### src/rtl/aes_pkg.sv
// Shared AES helpers: GF(2^8) constant multipliers over 0x11B and the FSM state type.
package aes_pkg;

    localparam logic [7:0] AES_POLY = 8'h1B;

    typedef enum logic [1:0] {
        IDLE = 2'd0,
        BUSY = 2'd1,
        DONE = 2'd2
    } mc_state_e;

    function automatic logic [7:0] xtime(input logic [7:0] a);
        xtime = {a[6:0], 1'b0} ^ (a[7] ? AES_POLY : 8'h00);
    endfunction

    function automatic logic [7:0] mul2(input logic [7:0] a);
        mul2 = xtime(a);
    endfunction

    function automatic logic [7:0] mul3(input logic [7:0] a);
        mul3 = xtime(a) ^ a;
    endfunction

    // 9, 11, 13 and 14 are built from x^3, x^2 and x terms plus the identity.
    function automatic logic [7:0] mul9(input logic [7:0] a);
        mul9 = xtime(xtime(xtime(a))) ^ a;
    endfunction

    function automatic logic [7:0] mul11(input logic [7:0] a);
        mul11 = xtime(xtime(xtime(a))) ^ xtime(a) ^ a;
    endfunction

    function automatic logic [7:0] mul13(input logic [7:0] a);
        mul13 = xtime(xtime(xtime(a))) ^ xtime(xtime(a)) ^ a;
    endfunction

    function automatic logic [7:0] mul14(input logic [7:0] a);
        mul14 = xtime(xtime(xtime(a))) ^ xtime(xtime(a)) ^ xtime(a);
    endfunction

endpackage

### src/rtl/mix_column.sv
// Combinational MixColumns on one 32-bit column (row 0 in the MSB byte).
// With MIXCOL_INV_EN defined, input inv selects InvMixColumns.
module mix_column
    import aes_pkg::*;
(
`ifdef MIXCOL_INV_EN
    input  logic        inv,
`endif
    input  logic [31:0] col,
    output logic [31:0] res
);

    logic [7:0] a0_s, a1_s, a2_s, a3_s;

    assign a0_s = col[31:24];
    assign a1_s = col[23:16];
    assign a2_s = col[15:8];
    assign a3_s = col[7:0];

    // Column transform; coefficient rows rotate by one byte per output row.
    always_comb begin
        res = 32'h0000_0000;
`ifdef MIXCOL_INV_EN
        if (inv) begin
            res = {mul14(a0_s) ^ mul11(a1_s) ^ mul13(a2_s) ^ mul9(a3_s),
                   mul9(a0_s)  ^ mul14(a1_s) ^ mul11(a2_s) ^ mul13(a3_s),
                   mul13(a0_s) ^ mul9(a1_s)  ^ mul14(a2_s) ^ mul11(a3_s),
                   mul11(a0_s) ^ mul13(a1_s) ^ mul9(a2_s)  ^ mul14(a3_s)};
        end else begin
            res = {mul2(a0_s) ^ mul3(a1_s) ^ a2_s ^ a3_s,
                   a0_s ^ mul2(a1_s) ^ mul3(a2_s) ^ a3_s,
                   a0_s ^ a1_s ^ mul2(a2_s) ^ mul3(a3_s),
                   mul3(a0_s) ^ a1_s ^ a2_s ^ mul2(a3_s)};
        end
`else
        res = {mul2(a0_s) ^ mul3(a1_s) ^ a2_s ^ a3_s,
               a0_s ^ mul2(a1_s) ^ mul3(a2_s) ^ a3_s,
               a0_s ^ a1_s ^ mul2(a2_s) ^ mul3(a3_s),
               mul3(a0_s) ^ a1_s ^ a2_s ^ mul2(a3_s)};
`endif
    end

endmodule

### src/rtl/mix_columns_seq.sv
// Sequential AES MixColumns: COLS_PER_CYCLE columns per BUSY cycle, valid/ready on both sides.
// Optional feature macro MIXCOL_INV_EN adds the inv port and the InvMixColumns datapath.
module mix_columns_seq
    import aes_pkg::*;
#(
    parameter int COLS_PER_CYCLE = 1
) (
`ifdef MIXCOL_INV_EN
    input  logic         inv,
`endif
    input  logic         clk,
    input  logic         rst_n,
    input  logic         in_valid,
    output logic         in_ready,
    input  logic [127:0] in_state,
    output logic         out_valid,
    input  logic         out_ready,
    output logic [127:0] out_state
);

    localparam logic [2:0] STEP = 3'(COLS_PER_CYCLE);

    mc_state_e          state_r, state_nxt_s;
    logic [2:0]         cnt_r, cnt_nxt_s;
    logic [0:3][31:0]   work_r, work_nxt_s;
    logic               in_ready_r, out_valid_r;
    logic [1:0]         col_idx_s [COLS_PER_CYCLE];
    logic [31:0]        col_out_s [COLS_PER_CYCLE];
`ifdef MIXCOL_INV_EN
    logic               inv_r;
`endif

    for (genvar k = 0; k < COLS_PER_CYCLE; k++) begin : g_col
        assign col_idx_s[k] = cnt_r[1:0] + 2'(k);
        mix_column u_mix_column (
`ifdef MIXCOL_INV_EN
            .inv (inv_r),
`endif
            .col (work_r[col_idx_s[k]]),
            .res (col_out_s[k])
        );
    end

    // Next-state, counter and working-register update. Once the counter hits 4
    // the block spends one more BUSY cycle before DONE, giving 4/N+1 edges of latency.
    always_comb begin
        state_nxt_s = state_r;
        cnt_nxt_s   = cnt_r;
        work_nxt_s  = work_r;
        case (state_r)
            IDLE: begin
                if (in_valid) begin
                    work_nxt_s  = in_state;
                    cnt_nxt_s   = 3'd0;
                    state_nxt_s = BUSY;
                end else begin
                    state_nxt_s = IDLE;
                end
            end
            BUSY: begin
                if (cnt_r == 3'd4) begin
                    state_nxt_s = DONE;
                end else begin
                    for (int k = 0; k < COLS_PER_CYCLE; k++) begin
                        work_nxt_s[col_idx_s[k]] = col_out_s[k];
                    end
                    cnt_nxt_s = cnt_r + STEP;
                end
            end
            DONE: begin
                if (out_ready) begin
                    state_nxt_s = IDLE;
                end else begin
                    state_nxt_s = DONE;
                end
            end
            default: begin
                state_nxt_s = IDLE;
                cnt_nxt_s   = 3'd0;
            end
        endcase
    end

    // State, datapath and registered handshake outputs.
    always_ff @(posedge clk or negedge rst_n) begin
        if (!rst_n) begin
            state_r     <= IDLE;
            cnt_r       <= 3'd0;
            work_r      <= 128'h0;
            in_ready_r  <= 1'b1;
            out_valid_r <= 1'b0;
        end else begin
            state_r     <= state_nxt_s;
            cnt_r       <= cnt_nxt_s;
            work_r      <= work_nxt_s;
            in_ready_r  <= (state_nxt_s == IDLE);
            out_valid_r <= (state_nxt_s == DONE);
        end
    end

`ifdef MIXCOL_INV_EN
    // Mode is captured with the block so it cannot change mid-transform.
    always_ff @(posedge clk or negedge rst_n) begin
        if (!rst_n) begin
            inv_r <= 1'b0;
        end else if ((state_r == IDLE) && in_valid) begin
            inv_r <= inv;
        end else begin
            inv_r <= inv_r;
        end
    end
`endif

    assign in_ready  = in_ready_r;
    assign out_valid = out_valid_r;
    assign out_state = work_r;

endmodule

### config.mk
export PLATFORM = sky130hd
export DESIGN_NAME = mix_columns_seq
export DESIGN_NICKNAME = d
export VERILOG_FILES = /design/src/rtl/aes_pkg.sv /design/src/rtl/mix_column.sv /design/src/rtl/mix_columns_seq.sv
export SDC_FILE = /design/constraint.sdc
export NUM_CORES = 1
export LEC_CHECK = 0
export BUFFER_PORTS_ARGS = -buffer_cell sky130_fd_sc_hd__buf_2
export CORE_ASPECT_RATIO = 1.1
export CORE_MARGIN = 2
export CORE_UTILIZATION = 45
export CTS_CLUSTER_SIZE = 20
export DETAILED_ROUTE_END_ITERATION = 10
export MAX_ROUTING_LAYER = met4
export PLACE_DENSITY = 0.71
export SETUP_SLACK_MARGIN = 0.15
export SLEW_MARGIN = 10
export SYNTH_ARGS = -nofsm -noshare
export SYNTH_HDL_FRONTEND = slang
export SYNTH_SLANG_ARGS = --single-unit
### constraint.sdc
create_clock -name clk -period 2.8 [get_ports clk]
set_input_delay 0.28 -clock clk [delete_from_list [all_inputs] [get_ports clk]]
set_output_delay 0.28 -clock clk [all_outputs]
set_load 0.05 [all_outputs]
==> flow_metrics.env, run 1 <==
export IMPL_status="finished clean"
export IMPL_grt_util_all_layers_pct=32.01
export IMPL_drc_errors=0
export IMPL_critPathLaunchType="flop"
export IMPL_final_cell_area_mm2=0.01019
export IMPL_syn_avg_cell_area_um2=10.12
export IMPL_drt_iter0_markers=763
export IMPL_vias_per_cell=6.047
export IMPL_crit_type="flop to flop"
export IMPL_grt_ovfl_total=0
export IMPL_dr_pass1_iters=5
export IMPL_final_period_utilization_pct=93.31
export IMPL_max_slew_margin_pct=53.31
export IMPL_crit_end="out_state[2]$_DFFE_PN0P_"
export IMPL_ys_warn_count=0
export IMPL_num_fill_cells=1494
export IMPL_synth_edf_count=0
export IMPL_cts_buffer_depth=2
export IMPL_cts_buffers=17
export IMPL_cp_data_arrival_time_ns=2.90
export IMPL_finish_utilization_pct=59.90
export IMPL_synth_fp_nets=907
export IMPL_worstPathRequired_ns=3.08
export IMPL_grt_pass1_vias=7450
export IMPL_coreArea_mm2=0.01702
export IMPL_gp_congestion=0.9450
export IMPL_drv_slew=0
export IMPL_clk_pin_slew_ns=0.06
export IMPL_ys_seq_area_share_pct=43.31
export IMPL_h_tree_depth=4
export IMPL_wl_per_cell_um=23.00
export IMPL_setup_violations=0
export IMPL_syn_cell_area_mm2=0.007804
export IMPL_whs_ns=0.1002
export IMPL_startpoint="cnt_r[0]$_DFFE_PN0P_"
export IMPL_cts_root_buf="clkbuf_16"
export IMPL_rows=50
export IMPL_reg2reg_from="cnt_r[0]$_DFFE_PN0P_"
export IMPL_drtAntennaViolNets=0
export IMPL_drt_total_wl_um=29030
export IMPL_fin_skew_ns=0.01012
export IMPL_finalSetupTns_ns=0
export IMPL_finalHoldViolations=0
export IMPL_cap_violations=0
export IMPL_dp_hpwl_um=20470
export IMPL_vias=7631
export IMPL_grt_pass1_wl_um=42870
export IMPL_rsz0062_at_grt="yes"
export IMPL_ys_ff_latch=135
export IMPL_drive_gt1_share_pct=39.30
export IMPL_worst_pin_slew_ns=0.7003
export IMPL_cts_sinks=135
export IMPL_synthArstFlopShare_pct=100.0
export IMPL_r2r_cells=7
export IMPL_fmax_mhz=382.8
export IMPL_ys_flop_type="dfrtp_1"
export IMPL_port_buffers=261
export IMPL_die_w_um=129.6
export IMPL_grt_max_degree=73
export IMPL_cts_tree="yes"
export IMPL_syn_instance_count=771
export IMPL_placed_area_mm2=0.009417
export IMPL_clk_latency_ns=0.43
export IMPL_yosysUniqueCellTypes=31
export IMPL_die_area_mm2=0.01841
export IMPL_diodes=0
export IMPL_hold_class="primary input to flop"
export IMPL_start_util_pct=45.86
export IMPL_finalCriticalPeriod_ns=2.613
export IMPL_r2r_end="out_state[2]$_DFFE_PN0P_"
export IMPL_die_h_um=142.1
export IMPL_grt_antenna_before_repair=0
export IMPL_finalNetCount=1151
export IMPL_crit_fanout=9
export IMPL_ff2ff_setup_slack_ns=0.19
export IMPL_ioPinCount=262
export IMPL_endpoint_kind="flop"
export IMPL_syn_to_final_growth_pct=30.62
==> layout make-up <==
class,count,area [um^2],area share (%)
repair buffers,291,1590,15.60
well taps,234,292.8,2.872
inverters,3,11.26,0.1105
clock inverters,12,150.1,1.473
clock buffers,20,466.7,4.578
multi-input cells,567,4302,42.20
flip-flops and latches,135,3381,33.17
==> registers in the layout, indices dropped and copies added (netlist names) <==
register / cells
out_state: 128
state_r: 2
in_ready: 1
out_valid: 1
cnt_r: 3
==> critical path: stages (launching register included) <==
cell     delay [ns]
dfrtp_2        0.51
buf_12         0.19
buf_4          0.16
mux4_2         0.58
xnor2_2        0.27
xnor2_1        0.13
xnor2_1        0.45
o22ai_1        0.17
==> kinds of logic (layout without fill, tap and decap cells) <==
group | count (synthesis) | count (layout) | synth area share, %
AO/OA/AOI/OAI | 236 | 236 | 17.96
XOR/XNOR | 110 | 110 | 15.09
adder cells (fa/ha/maj) | 4 | 4 | 0.6414
buffers and inverters | 69 | 326 | 3.960
flip-flops | 135 | 135 | 43.31
multiplexers | 32 | 32 | 9.235
AND/OR/NAND/NOR | 185 | 185 | 9.812
==> cells in the mapped netlist (4+ instances only) <==
library cell / n / area share, %
dfrtp_1: 134 / 43
nor2_1: 102 / 4.9
o22ai_1: 98 / 7.9
a21oi_1: 97 / 6.2
xnor2_1: 71 / 8.0
clkbuf_1: 55 / 2.6
nand2_1: 37 / 1.8
nand3_1: 37 / 2.4
mux4_2: 32 / 9.2
o211ai_1: 32 / 3.1
xor2_1: 18 / 2.0
xnor2_2: 13 / 2.7
buf_2: 6 / 0.38
xnor2_4: 5 / 1.8
ha_1: 4 / 0.64
nor2b_1: 4 / 0.32
==> layout by cell type (no fill, tap or decap), drive strengths merged <==
cell and count:
ha 4, buf 290, clkbuf 20, xnor2 89, a21oi 97, a32o 1
and3b 1, dfrtp 134, dlygate4sd3 1, o22ai 98, o21bai 2, nor2b 4
a311oi 1, o211ai 32, o21ai 2, xor2 21, or2 3, dfstp 1
bufinv 3, clkinv 3, inv 3, nand3 37, a31oi 3, mux4 32
nand2b 1, nand2 37, clkinvlp 6, nor2 102
==> per-layer routing <==
layer	vias to the layer above	part of all wire [%]	GRT usage, %
met4	0	2.9	12.39
li1	3291	-	-
met1	3763	39	41.72
met5	-	0	-
met2	516	49	50.15
met3	61	9.4	5.489
==> through the flow <==
stage,instances,worst slack [ns]
5_1_grt,1262,0.1017
4_1_cts,1262,0.1704
3_5_place_dp,1229,0.1671
2_1_floorplan,771,0.5415
3_3_place_gp,1229,0.2120
6_report,1262,0.1874
==> how the worst min path moves through the flow <==
stage                             start                          to  slack (ns)  cells after the start
after global placement            rst_n  out_state[104]$_DFFE_PN0P_        0.34                      1
after global routing      in_state[104]  out_state[104]$_DFFE_PN0P_        0.11                      3
after CTS                 in_state[108]  out_state[108]$_DFFE_PN0P_        0.09                      3
after floorplan                   rst_n        cnt_r[0]$_DFFE_PN0P_       -0.02                      0
after detailed placement          rst_n  out_state[104]$_DFFE_PN0P_        0.35                      1
final                     in_state[108]  out_state[108]$_DFFE_PN0P_        0.10                      3
==> timing repair <==
action	CTS	global route
hold buffers	1	0
setup buffers	0	0
hold endpoints to repair	70	0
pin swaps	0	1
gates resized for setup	1	21
setup endpoints to repair	1	94
Power of run 1 is left out: the tool's default activity adds up to more than one toggle a clock period on the data nets, which glitch-free logic cannot reach.
==> run 2, diff against run 1 <==
Settings changed: MAX_ROUTING_LAYER met4 to not set.
Clock period 2.8 ns to 3.1 ns, I/O delays scaled along.
==> run 2 against run 1 <==
  * Cell count about the same
  * Via count about the same
  * Wire length down 1.0%
  * Clock-buffer cell count unchanged
  * Clock skew down 0.0036 ns
  * Non-clock buffer count down 2
  * Critical endpoint is now out_state[0]$_DFFE_PN0P_
  * Largest cell class unchanged
  * Highest routed layer unchanged
==> flow_metrics.env, run 2 (synthesized netlist as in run 1, its figures left out) <==
export IMPL_crit_end="out_state[0]$_DFFE_PN0P_"
export IMPL_status="finished clean"
export IMPL_cts_sinks=135
export IMPL_crit_type="flop to flop"
export IMPL_final_common_cell="buf_2"
export IMPL_clk_latency_ns=0.43
export IMPL_worstPathRequired_ns=3.38
export IMPL_layout_common_cells="buf_2 (260), dfrtp_1 (133), nor2_1 (99), o22ai_1 (98), a21oi_1 (97)"
export IMPL_cp_data_arrival_time_ns=3.07
export IMPL_vias_per_cell=6.048
export IMPL_drive_gt1_share_pct=37.23
export IMPL_r2r_cells=7
export IMPL_cts_buffers=17
export IMPL_wl_per_cell_um=22.79
export IMPL_rsz0062_at_grt="no"
export IMPL_drtAntennaViolNets=0
export IMPL_max_slew_margin_pct=45.51
export IMPL_num_fill_cells=1482
export IMPL_start_util_pct=45.86
export IMPL_ioPinCount=262
export IMPL_h_tree_depth=4
export IMPL_finalNetCount=1149
export IMPL_port_buffers=261
export IMPL_reg2reg_from="cnt_r[0]$_DFFE_PN0P_"
export IMPL_fin_skew_ns=0.006536
export IMPL_finalHoldViolations=0
export IMPL_drt_iter0_markers=670
export IMPL_startpoint="cnt_r[0]$_DFFE_PN0P_"
export IMPL_coreArea_mm2=0.01702
export IMPL_gp_congestion=0.8720
export IMPL_drv_slew=0
export IMPL_r2r_end="out_state[0]$_DFFE_PN0P_"
export IMPL_endpoint_kind="flop"
export IMPL_cts_root_buf="clkbuf_16"
export IMPL_cts_buffer_depth=2
export IMPL_grt_max_degree=74
export IMPL_die_w_um=129.6
export IMPL_cap_violations=0
export IMPL_critPathLaunchType="flop"
export IMPL_dp_hpwl_um=19810
export IMPL_hold_class="primary input to flop"
export IMPL_die_area_mm2=0.01841
export IMPL_grt_ovfl_total=0
export IMPL_grt_antenna_before_repair=1
export IMPL_grt_util_all_layers_pct=30.94
export IMPL_cts_tree="yes"
export IMPL_worst_pin_slew_ns=0.8174
export IMPL_grt_pass1_vias=7377
export IMPL_largest_reg_flops=128
export IMPL_rows=50
export IMPL_grt_pass1_wl_um=42550
export IMPL_drt_total_wl_um=28730
export IMPL_crit_fanout=14
export IMPL_clk_pin_slew_ns=0.06
export IMPL_dr_pass1_iters=6
export IMPL_cts_setup_buffers=0
export IMPL_ff2ff_setup_slack_ns=0.32
export IMPL_finalCriticalPeriod_ns=2.784
export IMPL_syn_to_final_growth_pct=28.60
export IMPL_drc_errors=0
export IMPL_setup_violations=0
export IMPL_vias=7627
export IMPL_die_h_um=142.1
export IMPL_fmax_mhz=359.2
export IMPL_final_period_utilization_pct=89.80
export IMPL_finalSetupTns_ns=0
==> run 2: cell types whose count changed in the layout (fill, tap and decap cells not counted), sizes merged <==
cell and delta:
inv +1, clkinvlp -3, buf -2, diode +1
clkinv +2
==> run 2: area by class of cell <==
cell class,instances,area (um^2),share of cell area [%]
Inverter,3,11.26,0.1122
Sequential cell,135,3381,33.69
Timing Repair Buffer,289,1588,15.82
Clock buffer,20,456.7,4.551
Clock inverter,12,150.1,1.496
Tap cell,234,292.8,2.917
Multi-Input combinational cell,567,4154,41.39
Antenna cell,1,2.502,0.02493
==> run 2: timing repair <==
action,in CTS,in global routing
hold buffers,1,0
hold endpoints to repair,62,0
endpoints found under the setup margin,0,1
gates resized for setup,0,1
==> run 2: worst min path at each step <==
| stage | cells after the start | from | slack, ns | endpoint |
|---|---|---|---|---|
| floorplan | 0 | rst_n | 0.01 | cnt_r[0]$_DFFE_PN0P_ |
| global placement | 1 | rst_n | 0.33 | out_state[104]$_DFFE_PN0P_ |
| detailed placement | 1 | rst_n | 0.34 | out_state[104]$_DFFE_PN0P_ |
| CTS | 3 | in_state[105] | 0.11 | out_state[105]$_DFFE_PN0P_ |
| global route | 3 | in_state[104] | 0.13 | out_state[104]$_DFFE_PN0P_ |
| finish | 3 | in_state[104] | 0.12 | out_state[104]$_DFFE_PN0P_ |
==> run 2: routing by layer <==
layer / track usage, % / vias to the layer above / wire length [um] / share of wire (%)
met5: 0 / - / 0 / 0
met4: 11.21 / 0 / 987 / 3.4
met3: 6.617 / 90 / 2806 / 9.8
met2: 50.90 / 548 / 14110 / 49
met1: 40.40 / 3707 / 10830 / 38
li1: - / 3282 / - / -
==> run 2: critical path, cell delays in order (launching register included) <==
cell,delay (ns)
dfrtp_2,0.55
buf_12,0.21
buf_12,0.15
mux4_2,0.64
xnor2_4,0.25
xnor2_1,0.11
xnor2_1,0.52
o22ai_1,0.19
==> run 2: metrics by stage <==
step	cells	util, %	instance area (um^2)	hold WS [ns]	worst slack (ns)
floorplan	771	-	7804	0.01441	0.8415
global placement	1227	55.32	9414	0.3346	0.3888
detailed placement	1227	55.32	9414	0.3386	0.3563
CTS	1260	58.95	10030	0.1122	0.3422
global route	1260	58.96	10030	0.1260	0.1917
finish	1261	58.98	10040	0.1180	0.3160
Power of run 2 is left out for the same reason.
==> run 3, diff against run 2 <==
Settings changed: CORE_UTILIZATION 45 to 55, GPL_TIMING_DRIVEN set to 0, PLACE_DENSITY 0.71 to 0.84.
==> run 3 against run 2 <==
  * Maximum frequency is 5.7% lower
  * Critical endpoint is now out_state[41]$_DFFE_PN0P_
  * Highest routed layer unchanged
  * Non-clock buffer count is 40 higher
  * Die area is 18% lower
  * First-iteration DRC count is 89% higher
  * Wire length is 6.6% higher
==> flow_metrics.env, run 3 (synthesized netlist as in run 1, its figures left out) <==
export IMPL_fmax_mhz=338.7
export IMPL_critPathLaunchType="flop"
export IMPL_ioPinCount=262
export IMPL_cts_setup_buffers=0
export IMPL_endpoint_kind="flop"
export IMPL_worst_pin_slew_ns=0.7664
export IMPL_layout_common_cells="buf_2 (265), dfrtp_1 (134), nor2_1 (99), o22ai_1 (98), a21oi_1 (97)"
export IMPL_grt_util_all_layers_pct=40.44
export IMPL_routed_top_layer="met4"
export IMPL_drv_slew=0
export IMPL_grt_ovfl_total=0
export IMPL_h_tree_depth=4
export IMPL_wl_per_cell_um=24.44
export IMPL_coreArea_mm2=0.01385
export IMPL_wl_met3_um=4311
export IMPL_multiInputGateArea_mm2=0.004149
export IMPL_m1WireLength_um=10230
export IMPL_dr_pass1_iters=6
export IMPL_finalNetCount=1189
export IMPL_clk_pin_slew_ns=0.06
export IMPL_regArea_mm2=0.003379
export IMPL_syn_to_final_growth_pct=28.35
export IMPL_hold_class="primary input to flop"
export IMPL_rsz0062_at_grt="yes"
export IMPL_cpMaxStageDelayCell="clkbuf_1"
export IMPL_grt_antenna_before_repair=0
export IMPL_vias_per_cell=6.596
export IMPL_cts_root_buf="clkbuf_16"
export IMPL_finalSetupTns_ns=0
export IMPL_crit_fanout=10
export IMPL_whs_path_depth=3
export IMPL_crit_type="flop to flop"
export IMPL_diodes=0
export IMPL_port_buffers=261
export IMPL_r2r_cells=11
export IMPL_cts_buffer_depth=2
export IMPL_cp_data_arrival_time_ns=3.29
export IMPL_num_fill_cells=1055
export IMPL_fin_skew_ns=0.008927
export IMPL_drtAntennaViolNets=0
export IMPL_largest_reg_flops=128
export IMPL_max_slew_margin_pct=48.90
export IMPL_die_w_um=117.6
export IMPL_final_period_utilization_pct=95.24
export IMPL_grt_pass1_wl_um=45310
export IMPL_cts_tree="yes"
export IMPL_finalHoldViolations=0
export IMPL_dp_hpwl_um=21760
export IMPL_finalCriticalPeriod_ns=2.953
export IMPL_die_area_mm2=0.01516
export IMPL_start_util_pct=56.34
export IMPL_rows=45
export IMPL_gp_congestion=0.9720
export IMPL_clk_latency_ns=0.44
export IMPL_cts_sinks=135
export IMPL_vias=8265
export IMPL_cap_violations=0
export IMPL_grt_max_degree=75
export IMPL_dr_wl_met2_um=14260
export IMPL_path_common_cell="clkbuf_1"
export IMPL_drc_errors=0
export IMPL_path_cells="clkbuf_4, buf_6, inv_1, ha_1, nand2_2, a31oi_1, or2_2, clkbuf_1, clkbuf_1, a21oi_1, o22ai_1"
export IMPL_drt_total_wl_um=30630
export IMPL_worst_path_largest_cell_delay_ns=0.50
export IMPL_grt_pass1_vias=8049
export IMPL_worstPathRequired_ns=3.44
export IMPL_drt_iter0_markers=1268
export IMPL_setup_violations=0
export IMPL_final_common_cell="buf_2"
export IMPL_drive_gt1_share_pct=35.96
export IMPL_status="finished clean"
export IMPL_die_h_um=128.9
export IMPL_cts_buffers=17
-- run 3: stage by stage --
step | utilization, % | area, um^2 | instances | setup slack [ns] | hold slack (ns)
floorplan | - | 7804 | 771 | 0.8415 | 0.01441
global placement | 67.47 | 9345 | 1220 | -0.2382 | 0.5056
detailed placement | 67.71 | 9379 | 1221 | -0.3266 | 0.3785
CTS | 72.06 | 9981 | 1253 | 0.1267 | 0.1089
global route | 72.31 | 10020 | 1253 | 0.1303 | 0.1379
finish | 72.31 | 10020 | 1253 | 0.1475 | 0.1127
-- run 3: what timing repair did --
| action | CTS | global route |
|---|---|---|
| hold buffers | 1 | 0 |
| hold endpoints to repair | 72 | 0 |
| setup endpoints to repair | 122 | 122 |
| resized for setup | 19 | 23 |
-- run 3: layer usage --
metal	vias to the layer above	GRT usage, %
li1	3356	-
met3	184	11.92
met5	-	0
met1	3911	49.26
met2	814	65.08
met4	0	23.25
-- run 3: layout make-up --
| type | count | area share, % |
|---|---|---|
| clock buffer | 22 | 4.535 |
| sequential | 135 | 33.74 |
| clock inverter | 9 | 1.024 |
| timing repair buffer | 263 | 13.48 |
| multi-input combinational | 567 | 41.42 |
| buffer | 66 | 3.335 |
| inverter | 3 | 0.1124 |
| tap | 188 | 2.349 |
-- run 3: path summary, 6_finish.rpt --
path / startpoint / to / slack (ns)
max in group asynchronous: rst_n / out_state[120]$_DFFE_PN0P_ / 1.86
hold / removal: in_state[109] / out_state[109]$_DFFE_PN0P_ / 0.11
min in group asynchronous: rst_n / out_state[74]$_DFFE_PN0P_ / 0.47
setup reg to reg: cnt_r[1]$_DFFE_PN0P_ / out_state[41]$_DFFE_PN0P_ / 0.15
hold reg to reg: out_state[113]$_DFFE_PN0P_ / out_state[113]$_DFFE_PN0P_ / 0.53
setup / recovery: cnt_r[1]$_DFFE_PN0P_ / out_state[41]$_DFFE_PN0P_ / 0.15
-- run 3: worst max-delay path: cells and delay by family, from the launching register on --
| family | cells | cell delay, ns |
|---|---|---|
| buf+inv | 5 | 1.30 |
| simple gates | 2 | 0.33 |
| fa+ha+maj | 1 | 0.27 |
| compound gates | 3 | 0.56 |
| flops | 1 | 0.40 |
Power of run 3 is left out for the same reason.
